## config.mk

```make
export PLATFORM = sky130hd
export DESIGN_NAME = fifo_rd_ctrl
export DESIGN_NICKNAME = d
export VERILOG_FILES = /design/src/rtl/fifo_rd_ctrl.sv
export SDC_FILE = /design/constraint.sdc
export NUM_CORES = 1
export LEC_CHECK = 0
export ABC_AREA = 1
export ABC_CLOCK_PERIOD_IN_PS = 2900
export CORE_MARGIN = 1.5
export CORE_UTILIZATION = 44
export DETAILED_ROUTE_END_ITERATION = 8
export PLACE_DENSITY = 0.78
export SYNTH_ARGS = -nofsm -noshare
export SYNTH_HDL_FRONTEND = slang
export SYNTH_SLANG_ARGS = --single-unit
export TNS_END_PERCENT = 100
```

## constraint.sdc

```tcl
create_clock -name R_CLK -period 2.9 [get_ports R_CLK]
set_input_delay 0.435 -clock R_CLK [delete_from_list [all_inputs] [get_ports R_CLK]]
set_output_delay 0.435 -clock R_CLK [all_outputs]
set_load 0.05 [all_outputs]
```

## src/rtl/fifo_rd_ctrl.sv

```systemverilog
// Read-side controller for the asynchronous FIFO: owns the read pointer, detects empty
// against the synchronised write pointer and feeds a one-entry valid/ready output stage.
module fifo_rd_ctrl #(
    parameter int WIDTH    = 8,
    parameter int ADDRESS  = 4,
    parameter int DEPTH    = 8,
    parameter int AE_LEVEL = 2
) (
    input  logic                 R_CLK,
    input  logic                 R_RST,
    input  logic [ADDRESS-1:0]   RQ2_WPTR,
    input  logic [WIDTH-1:0]     MEM_RDATA,
    input  logic                 RD_READY,
    output logic [ADDRESS-2:0]   R_ADDR,
    output logic [ADDRESS-1:0]   RPTR_GRAY,
    output logic [WIDTH-1:0]     RD_DATA,
    output logic                 RD_VALID,
    output logic                 R_EMPTY,
    output logic                 R_ALMOST_EMPTY,
    output logic [ADDRESS-1:0]   R_LEVEL
);

    localparam int unsigned      ADDR_W    = $clog2(DEPTH);
    localparam logic [ADDRESS:0] AE_THRESH = (ADDRESS+1)'(AE_LEVEL);

    logic [ADDRESS-1:0] rbin_q, rbin_d;
    logic [ADDRESS-1:0] rgray_q, rgray_d;
    logic [WIDTH-1:0]   rd_data_q, rd_data_d;
    logic               rd_valid_q, rd_valid_d;

    logic               take;
    logic               fetch;
    logic               mem_empty;
    logic [ADDRESS-1:0] rbin_inc;
    logic [ADDRESS-1:0] wbin;
    logic [ADDRESS-1:0] level;
    logic [ADDRESS:0]   level_plus_stage;

    always_comb begin
        take      = rd_valid_q & RD_READY;
        mem_empty = (rgray_q == RQ2_WPTR);
        fetch     = !mem_empty & (!rd_valid_q | take);
        rbin_inc  = rbin_q + ADDRESS'(1);

        rbin_d     = rbin_q;
        rgray_d    = rgray_q;
        rd_data_d  = rd_data_q;
        rd_valid_d = rd_valid_q;

        if (fetch) begin
            rd_data_d  = MEM_RDATA;
            rd_valid_d = 1'b1;
            rbin_d     = rbin_inc;
            rgray_d    = rbin_inc ^ (rbin_inc >> 1);
        end else if (take) begin
            rd_valid_d = 1'b0;
        end
    end

    // Each binary bit of the write pointer is the XOR of all Gray bits at or above it.
    always_comb begin
        wbin = '0;
        for (int unsigned j = 0; j < ADDRESS; j++) begin
            wbin[j] = ^(RQ2_WPTR >> j);
        end
        level            = wbin - rbin_q;
        level_plus_stage = {1'b0, level} + {{ADDRESS{1'b0}}, rd_valid_q};
    end

    always_ff @(posedge R_CLK or negedge R_RST) begin
        if (!R_RST) begin
            rbin_q     <= '0;
            rgray_q    <= '0;
            rd_data_q  <= '0;
            rd_valid_q <= 1'b0;
        end else begin
            rbin_q     <= rbin_d;
            rgray_q    <= rgray_d;
            rd_data_q  <= rd_data_d;
            rd_valid_q <= rd_valid_d;
        end
    end

    assign R_ADDR         = rbin_q[ADDR_W-1:0];
    assign RPTR_GRAY      = rgray_q;
    assign RD_DATA        = rd_data_q;
    assign RD_VALID       = rd_valid_q;
    assign R_EMPTY        = !rd_valid_q;
    assign R_LEVEL        = level;
    assign R_ALMOST_EMPTY = (level_plus_stage <= AE_THRESH);

endmodule

```

Yosys cells after proc, flatten, opt, wreduce, memory -nomap -nowiden
Index checks and enable logic that the tools add are counted.
{"block": "classes", "n_eq_ne": 1, "n_reduce_logical": 7, "bitwise": 4, "n_mux": 2, "add_sub_neg": 3, "n_lt_le_gt_ge": 1}
{"operator": "4-bit parity", "n": 4}
{"operator": "4-bit by 1-bit adder with 5-bit output", "n": 1}
{"operator": "5-bit by 2-bit less-or-equal comparator with 1-bit output, second input constant", "n": 1}
{"operator": "4-bit by 1-bit adder with 4-bit output, second input constant", "n": 1}
{"operator": "4-bit equality test", "n": 1}
{"operator": "4-bit subtractor", "n": 1}
{"operator": "4-bit by 3-bit bitwise XOR with 4-bit output", "n": 1}
{"operator": "1-bit bitwise AND", "n": 2}
{"operator": "1-bit logical NOT", "n": 2}
{"operator": "1-bit two-way mux", "n": 2}
{"operator": "2-bit nonzero test", "n": 1}
{"operator": "1-bit bitwise OR", "n": 1}
{"block": "totals", "out_inout_bits": 22, "in_bits": 15, "register_bits": 17, "word_cells": 22}

Depth between registers and ports, before layout
{"block": "logic_depth", "word_depth": 4, "depth_mapped": 11, "depth_no_buf": 11}

Worst setup path before layout
No wires, ideal clock.
{"block": "synth_timing", "path_kind": "input port to output port", "start": "input port RQ2_WPTR[2]", "end": "output port R_ALMOST_EMPTY", "cell_stages": 9, "t_required_ns": 2.465, "n_path_buf": 0, "slack_ns": -0.810, "arrival_ns": 3.275, "cell_sequence": "xor2_1 -> xnor2_1 -> inv_1 -> ha_1 -> fa_1 -> xnor2_1 -> nand2b_1 -> nand3_1 -> nor2_1"}
{"block": "synth_between", "elab_chain_len": 4, "elab_cells_between_ends": 6, "cone_classes": "add/sub: 2; order compare: 1; reduce/logical: 3"}
{"item": "start, declared", "line": "11", "rtl": "input logic [ADDRESS-1:0] RQ2_WPTR,"}
{"item": "4-bit parity", "line": "64", "rtl": "wbin[j] = ^(RQ2_WPTR >> j);"}
{"item": "4-bit subtractor *", "line": "66", "rtl": "level = wbin - rbin_q;"}
{"item": "named net R_LEVEL[2]", "line": "20", "rtl": "output logic [ADDRESS-1:0] R_LEVEL"}
{"item": "4-bit by 1-bit adder with 5-bit output *", "line": "67", "rtl": "level_plus_stage = {1'b0, level} + {{ADDRESS{1'b0}}, rd_valid_q};"}
{"item": "5-bit by 2-bit less-or-equal comparator with 1-bit output *", "line": "90", "rtl": "assign R_ALMOST_EMPTY = (level_plus_stage <= AE_THRESH);"}
{"item": "end, declared", "line": "19", "rtl": "output logic R_ALMOST_EMPTY,"}
The timed path passes the listed nets; every way through them passes the cells marked *.

Worst setup path after layout
{"block": "layout_timing", "start": "input port RQ2_WPTR[2]", "end": "output port R_ALMOST_EMPTY"}
{"block": "layout_between", "elab_chain_len": 4, "elab_cells_between_ends": 6, "cone_classes": "add/sub: 2; order compare: 1; reduce/logical: 3"}
{"item": "4-bit parity", "line": "64"}
{"item": "4-bit subtractor *", "line": "66"}
{"item": "4-bit by 1-bit adder with 5-bit output *", "line": "67"}
{"item": "5-bit by 2-bit less-or-equal comparator with 1-bit output *", "line": "90"}
Mark *: on every way between the ends. The rest lies on a longest branch, timed or not.

==> results.json <==
{
  "status": "finished, final reports clean",
  "areaGrowthSynthToFinish_pct": 54.5,
  "yosys-mux-area-fraction_pct": 0,
  "dp_slack_ns": -0.485,
  "drt_pass1_iterations": 4,
  "post_synth_inst_count": 142,
  "cts-htree-levels": 1,
  "worstSkewPairLatency_ns": 0.29,
  "first_iter_violations": 17,
  "first_global_vias": 1121,
  "antenna_found_initial": 0,
  "worst-endpoint-required_ns": 2.47,
  "synth.area.top_cells": "dfrtp_1 (37%), nand2_1 (21%), nand3_1 (8.4%)",
  "timing.critical_path.to_type": "primary output",
  "achievable-frequency_mhz": 350,
  "route.top_layer_used": "met4",
  "ys_ff_latch": 16,
  "placed_cells_incl_taps": 209,
  "total_met2_wirelength_after_detailed_routing_um": 1330,
  "timing.final.max_slew_violations": 0,
  "total_routed_wire_length_on_the_met1_layer_um": 1120,
  "synth_area_mm2": 0.00107,
  "clk_pin_slew_worst_paths_ns": 0.10,
  "numCtsBuffers": 3,
  "post_synth_fa_ha_maj_area_fraction_pct": 8.89,
  "max_cap_viol_count": 0,
  "tightest_slew_ns": 0.696,
  "number_of_nets_in_the_layout": 210,
  "dieWidth_um": 52.3,
  "boundaryPins": 37,
  "num_rows": 17,
  "wl_um": 2670,
  "synth_enable_flop_cells": 0,
  "grt_first_pass_wirelength_um": 4640,
  "mappedNetlistNets": 164,
  "io_buffer_count": 36,
  "global_route.overflow_total": 0,
  "synth_sequential_area_ratio_pct": 37.4,
  "detailedPlacementHpwl_um": 2080,
  "initial_core_util_pct": 47.4,
  "die_h_um": 52.3,
  "detail-route-antenna-nets": 0,
  "hold_violation_count_in_the_final_report": 0,
  "coreArea_mm2": 0.00225,
  "drt-wirelength-per-cell_um": 12.4,
  "post-synth-top-count-cell": "nand2_1",
  "timing.max_slew.rel_slack_pct": 53.4,
  "ys_types": 21,
  "synth_top_family_by_area": "simple AND/OR/NAND/NOR gates",
  "period_share_pct": 98.5,
  "place_congestion": 0.781,
  "synthSimpleGateAreaFrac_pct": 38.5,
  "yosys.area.top_type_share_pct": 37.4,
  "antenna_cells_inserted": 0,
  "setup_repair_after_global_routing_missed_its_margin": "true",
  "cts_max_path_buffers": 2,
  "postSynthAreaPerCell_um2": 7.53,
  "met3WireLength_um": 151,
  "synth_flop_cell": "dfrtp_1",
  "cts_tree": "done",
  "cp_max_fo": 3,
  "ctsHoldBuffers": 0,
  "layout_skew_ns": 0.0104,
  "fraction_of_final_layout_cells_sized_beyond_drive_strength_1_pct": 19.8,
  "worst-endpoint-arrival_ns": 2.42,
  "start_kind": "input port",
  "grt_max_degree": 18,
  "cts_sinks": 16,
  "yosys_warnings": 0,
  "period_needed_ns": 2.86,
  "criticalPathCategory": "input port to primary output",
  "setup_viol": 0,
  "timing.final.ws_setup_ns": 0.0438,
  "dr_total_vias": 1093,
  "post_synthesis_xor_xnor_area_fraction_pct": 5.73,
  "n_fill_cell": 184,
  "synth_compound_gate_area_share_pct": 0.468,
  "root_buffer": "clkbuf_4",
  "worstHoldPathType": "flip-flop to flip-flop",
  "stdcell_count": 215,
  "via_per_inst": 5.08,
  "synth.largest_area_cell": "dfrtp_1",
  "fp.dieArea_mm2": 0.00274,
  "track_usage_pct": 22.7,
  "route.detailed.drc": 0,
  "ys_top_cells_by_count": "nand2_1 (60), nand3_1 (18), inv_1 (17)",
  "synthArstFlopShare_pct": 100
}
==> cell usage in the layout (no fill, tap or decap) <==
cell,instances
or2_2,1
clkbuf_8,1
ha_2,1
nand2_8,1
ha_1,4
xnor2_4,1
nand3_1,17
ha_4,1
inv_1,16
nand3b_1,2
nand2_2,2
clkinvlp_4,1
nor2_1,1
nand2b_1,1
nand4_1,2
xnor2_1,2
nand2_4,1
a21oi_1,1
clkbuf_4,3
nand2_1,59
nand3_2,1
buf_4,9
xnor2_2,2
buf_2,4
buf_12,5
clkdlybuf4s50_1,27
xor2_4,1
fa_1,1
dfrtp_1,16
nor2_4,2
xor2_1,1
==> state kept, by name, indices dropped and copies added, names as in the netlist <==
register   count
rbin_q         3
RD_VALID       1
RPTR_GRAY      4
RD_DATA        8
==> per-layer routing <==
metal	up-vias	GRT usage, %
li1	531	-
met2	40	38.1
met3	10	4.00
met5	-	0
met4	0	10.7
met1	512	28.1
==> area by class of cell <==
type | count | area [µm²] | area share (%)
clock buffers | 4 | 36.3 | 2.20
inverters | 17 | 67.6 | 4.09
multi-input cells | 105 | 656 | 39.7
flip-flops and latches | 16 | 400 | 24.2
well taps | 28 | 35.0 | 2.12
repair buffers | 45 | 458 | 27.7
==> per-stage QoR <==
stage | utilization (%) | hold slack, ns | setup TNS (ns) | cell area, µm²
2_1_floorplan | - | 0.139 | -0.0640 | 1150
3_3_place_gp | 71.6 | 0.455 | -0.651 | 1610
3_5_place_dp | 71.6 | 0.462 | -0.912 | 1610
4_1_cts | 73.3 | 0.486 | 0 | 1650
5_1_grt | 73.3 | 0.524 | -0.0748 | 1650
6_report | 73.3 | 0.486 | 0 | 1650
==> kinds of logic (layout without fill, tap and decap cells) <==
logic type               Yosys count  after routing
AO/OA/AOI/OAI                      1              1
XOR/XNOR                           7              7
adder cells (fa/ha/maj)            7              7
buffers and inverters             21             66
flip-flops                        16             16
AND/OR/NAND/NOR                   90             90
==> worst paths after layout <==
path,start,endpoint,slack (ns),cells past startpoint
min in group asynchronous,R_RST,RD_DATA[3],0.55,1
setup / recovery,RQ2_WPTR[2],R_ALMOST_EMPTY,0.04,12
setup reg to reg,rbin_q[0],RPTR_GRAY[1],1.51,8
hold reg to reg,RD_DATA[3],RD_DATA[3],0.49,2
hold / removal,RD_DATA[3],RD_DATA[3],0.49,2
max in group asynchronous,R_RST,RD_DATA[6],1.90,1
==> what timing repair did <==
action                     4_1_cts  5_1_grt
cloned                           0        0
buffers inserted                 1        1
pin swaps                        4        0
setup endpoints to repair        4        1
gates resized for setup         16        1
==> critical path, cell delays in order <==
cell and delay [ns]:
buf_2 0.14, xor2_4 0.19, xnor2_1 0.13, inv_1 0.06
ha_2 0.18, fa_1 0.54, clkinvlp_4 0.14, ha_4 0.23
nand2_2 0.05, nand3_2 0.08, nor2_4 0.11, buf_12 0.14
Power is left out: the tool's default activity adds up to more than one toggle a clock period on the data nets, which glitch-free logic cannot reach.
